[src/rtl/mux_rr_n.sv]
// mux_rr_n: N-input, WIDTH-bit registered stream multiplexer with valid/ready handshakes.
// Arbitration is round-robin by default. Define MUX_STRICT_PRIO_EN to get fixed priority
// instead, where the lowest-index valid channel always wins.
// A single output register stage sustains one transfer per cycle.
module mux_rr_n #(
    parameter int unsigned WIDTH = 8,
    parameter int unsigned N     = 4,
    localparam int unsigned SELW = (N > 1) ? $clog2(N) : 1
) (
    input  logic               clk,
    input  logic               rst,
    input  logic [N*WIDTH-1:0] in_data,
    input  logic [N-1:0]       in_valid,
    output logic [N-1:0]       in_ready,
    output logic [WIDTH-1:0]   out_data,
    output logic               out_valid,
    input  logic               out_ready,
    output logic [SELW-1:0]    out_sel
);

    logic            load_en;
    logic            gnt_valid;
    logic [SELW-1:0] gnt_idx;
    logic            xfer;
    logic [SELW-1:0] ptr;
    int unsigned     cand;

    // Output register can take a word when empty or being drained this cycle
    assign load_en = !out_valid || out_ready;
    assign xfer    = load_en && gnt_valid && !rst;

`ifdef MUX_STRICT_PRIO_EN
    // Fixed priority: search always starts at channel 0
    assign ptr = '0;
`else
    // Priority pointer moves to the channel after the one just served
    always_ff @(posedge clk) begin
        if (rst) begin
            ptr <= '0;
        end else if (xfer) begin
            if (gnt_idx == SELW'(N - 1)) begin
                ptr <= '0;
            end else begin
                ptr <= gnt_idx + 1'b1;
            end
        end
    end
`endif

    // Grant the first valid channel found from ptr upward, wrapping modulo N
    always_comb begin
        gnt_idx   = '0;
        gnt_valid = 1'b0;
        cand      = 0;
        for (int unsigned k = 0; k < N; k++) begin
            cand = 32'(ptr) + k;
            if (cand >= N) begin
                cand = cand - N;
            end
            if (!gnt_valid && in_valid[cand]) begin
                gnt_valid = 1'b1;
                gnt_idx   = SELW'(cand);
            end
        end
    end

    // Accept is one-hot on the granted channel and suppressed during reset
    always_comb begin
        in_ready = '0;
        if (xfer) begin
            in_ready[gnt_idx] = 1'b1;
        end
    end

    // Output stage: load on transfer, clear valid on drain, otherwise hold
    always_ff @(posedge clk) begin
        if (rst) begin
            out_valid <= 1'b0;
            out_data  <= '0;
            out_sel   <= '0;
        end else if (xfer) begin
            out_valid <= 1'b1;
            out_data  <= in_data[gnt_idx*WIDTH +: WIDTH];
            out_sel   <= gnt_idx;
        end else if (out_ready) begin
            out_valid <= 1'b0;
        end
    end

endmodule

[config.mk]
export PLATFORM = sky130hd
export DESIGN_NAME = mux_rr_n
export DESIGN_NICKNAME = d
export VERILOG_FILES = /design/src/rtl/mux_rr_n.sv
export SDC_FILE = /design/constraint.sdc
export NUM_CORES = 1
export LEC_CHECK = 0
export CAP_MARGIN = 20
export CORE_UTILIZATION = 35
export CTS_CLUSTER_DIAMETER = 30
export CTS_CLUSTER_SIZE = 28
export DETAILED_ROUTE_END_ITERATION = 7
export GPL_TIMING_DRIVEN = 0
export PLACE_DENSITY = 0.88
export SYNTH_ARGS = -nofsm -noshare
export SYNTH_HDL_FRONTEND = slang
export SYNTH_SLANG_ARGS = --single-unit
[constraint.sdc]
create_clock -name clk -period 1.8 [get_ports clk]
set_input_delay 0.36 -clock clk [delete_from_list [all_inputs] [get_ports clk]]
set_output_delay 0.36 -clock clk [all_outputs]
set_load 0.03 [all_outputs]
==> results.cfg <==
[status]
outcome = finished with violations
violations = negative setup slack

[final_layout]
fillers = 140
area_delta_synth_final_pct = 108
antenna_cells = 0
postLayoutCoreUtil_pct = 81.1
nets = 201
regArea_sq_um = 267
fin_cells = 187
multi_input_area_sq_um = 597
drive_above_1_share_pct = 30.6
fin_area_sq_um = 1660

[synth]
synthesis.nets = 129
yosys_warnings = 0
synth_cell_type_count = 22
ys_ff_latch = 13
syn_avg_cell_area_sq_um = 8.96
ys_seq_area_share_pct = 32.7
synth_cells = 89
syn_area_sq_um = 797

[global_routing]
grt_antenna_before_repair = 0
grt_max_degree = 11
grt_pass1_vias = 1010
grt_pass1_wl_microns = 4470
gr-total-overflow = 0
track_usage_pct = 24.5

[critical_path]
cp.depth = 7
cpPeakStageDelay_ps = 360
required_ps = 1440
critPathKind = flip-flop to output pin
start_kind = flip-flop
arrival_ps = 1660
cp_num_buf_inv = 2
crit_family = flip-flops
crit_fanout = 4
critPathMostFrequentCell = buf_6
worstRegToRegCells = 8
path_cells = nand2b_4 > a21oi_4 > a211oi_2 > buf_6 > ha_4 > and2_4 > buf_6
cpMaxStageDelayCell = dfxtp_2
worst_setup_path_end_kind = output pin

[timing]
relSlewSlack_pct = 71.3
fin_crit_ps = 2020
worst_slack_ps = -221
rsz0062_at_grt = yes
fmax_mhz = 495
fin_skew_ps = 2.00
fin_setup_tns_ps = -722
min_period_over_period_pct = 112
timing.final.hold_violations = 0
finalSetupViolations = 4
drv_slew = 0
worst_slew_pin_slew_ps = 427

[drt]
routed_wirelength_microns = 2880
viasPerCell = 5.20
drt_iter0_drc = 12
wl_per_cell_microns = 15.4
ant_nets = 0
drtPass1Iterations = 4
vias = 972
drc = 0

[clock_network]
clock_latency_ps = 290
cts_buffer_depth = 2
cts_made_buffers = 3
hold_buffers = 0
cts_tree = built
cts-root-buf = clkbuf_4
cts_sinks = 13
clk_pin_slew_ps = 80
cts_max_level = 1

[job]
maxCapViolCount = 0

[placed_design]
hpwl_microns = 1860
io_buffers = 53
place_inst = 169
place_area_sq_um = 1390
gp_congestion = 0.790

[hold_path]
hp-class = flip-flop to flip-flop
holdPathStages = 2

[floorplanning]
io_pins = 54
dieArea_sq_um = 2470
initial_core_util_pct = 39.0
die_y_microns = 49.7
core_sq_um = 2040
std_cell_rows = 16
die_x_microns = 49.7

[pwr]
irDropWorstVdd_mv = 0.662
p_total_mw = 1.41
power_leakage_nw = 0.670
power.density_nw_per_um2 = 851
-- worst reg2reg max path, stage by stage (launching register included) --
cell      delay [ps]
dfxtp_2          340
nand2b_4         160
a21oi_1          170
nor3_2            60
buf_4            140
ha_4             150
buf_4            130
or3_1            370
a21oi_1          140
-- registers in the layout (all words and copies together) (netlist names) --
signal,cells
out_data,8
out_sel,2
ptr,2
out_valid,1
-- metal layers --
layer / wire length [microns] / up-vias / track usage (%) / part of all wire [%]
met4: 48 / 0 / 9.05 / 1.7
met2: 1450 / 44 / 44.1 / 50
met3: 189 / 5 / 7.10 / 6.6
met5: 0 / - / 0 / 0
met1: 1190 / 448 / 26.6 / 41
li1: - / 475 / - / -
-- synthesized netlist by cell type --
master | count | area (sq um)
clkbuf_1 | 1 | 3.75
nor3_2 | 1 | 10.0
nand2b_1 | 3 | 18.8
and2_1 | 1 | 6.26
nor2b_1 | 2 | 12.5
buf_4 | 2 | 15.0
nor2_1 | 4 | 15.0
mux2i_1 | 16 | 160
dfxtp_1 | 13 | 260
o22ai_1 | 1 | 6.26
or3_1 | 2 | 12.5
nand2_1 | 7 | 26.3
o221ai_1 | 8 | 70.1
nor4_1 | 1 | 6.26
nor3b_1 | 2 | 15.0
nor3_1 | 2 | 10.0
inv_1 | 3 | 11.3
ha_1 | 1 | 12.5
nand3b_1 | 9 | 67.6
buf_2 | 3 | 15.0
a21oi_1 | 6 | 30.0
a211oi_2 | 1 | 12.5
-- power by group --
group,internal [mW],switching [mW]
clock network,0.0865,0.104
logic,0.448,0.375
registers,0.350,0.0466
-- layout make-up --
class                   instances  share of cell area, %
plain buffers                   5                   3.10
clock buffers                   4                   1.59
inverters                       3                  0.680
multi-input cells              67                   36.0
flip-flops and latches         13                   16.1
well taps                      27                   2.04
repair buffers                 68                   40.5
-- cells in the final DEF, fill, tap and decap left out, types with 2 or more instances in the layout --
cell type,netlist,final
buf_4,2,13
clkdlybuf4s50_1,0,43
nand3b_1,9,9
nand2b_4,0,2
or3_1,2,2
dfxtp_2,0,2
a21oi_1,6,4
inv_1,3,3
clkbuf_1,1,2
clkbuf_4,0,3
nand2_1,7,6
mux2i_1,16,15
o221ai_1,8,8
dfxtp_1,13,10
buf_6,0,7
nor3_2,1,2
dlygate4sd2_1,0,2
nor2_1,4,3
clkdlybuf4s15_2,0,3
-- final timing paths --
kind	startpoint	to	slack (ps)
max	ptr[0]	in_ready[3]	-220
min reg2reg	out_sel[1]	out_sel[1]	470
max reg2reg	ptr[0]	ptr[0]	70
min	out_sel[1]	out_sel[1]	470
-- cell families (layout without fill, tap and decap cells) --
| kind of cell | count (synthesis) | in the layout | synth area share (%) |
|---|---|---|---|
| mux | 16 | 16 | 20.1 |
| fa+ha+maj | 1 | 1 | 1.57 |
| flops | 13 | 13 | 32.7 |
| simple gates | 34 | 34 | 25.1 |
| buf+inv | 9 | 80 | 5.65 |
| compound gates | 16 | 16 | 14.9 |
-- per-stage QoR --
step                      hold slack (ps)  setup WS [ps]
final                                 465           -221
after global placement                447          -1130
after CTS                             474           -142
after detailed placement              461          -1190
after global routing                  488           -272
after floorplan                       448          -35.5
-- what timing repair did --
| item | CTS | global route |
|---|---|---|
| gates resized for setup | 59 | 8 |
| gates cloned | 0 | 1 |
| pin swaps | 6 | 5 |
| setup buffers | 13 | 4 |
| setup endpoints to repair | 15 | 13 |
Note: power is estimated with default switching activity, not from simulation.
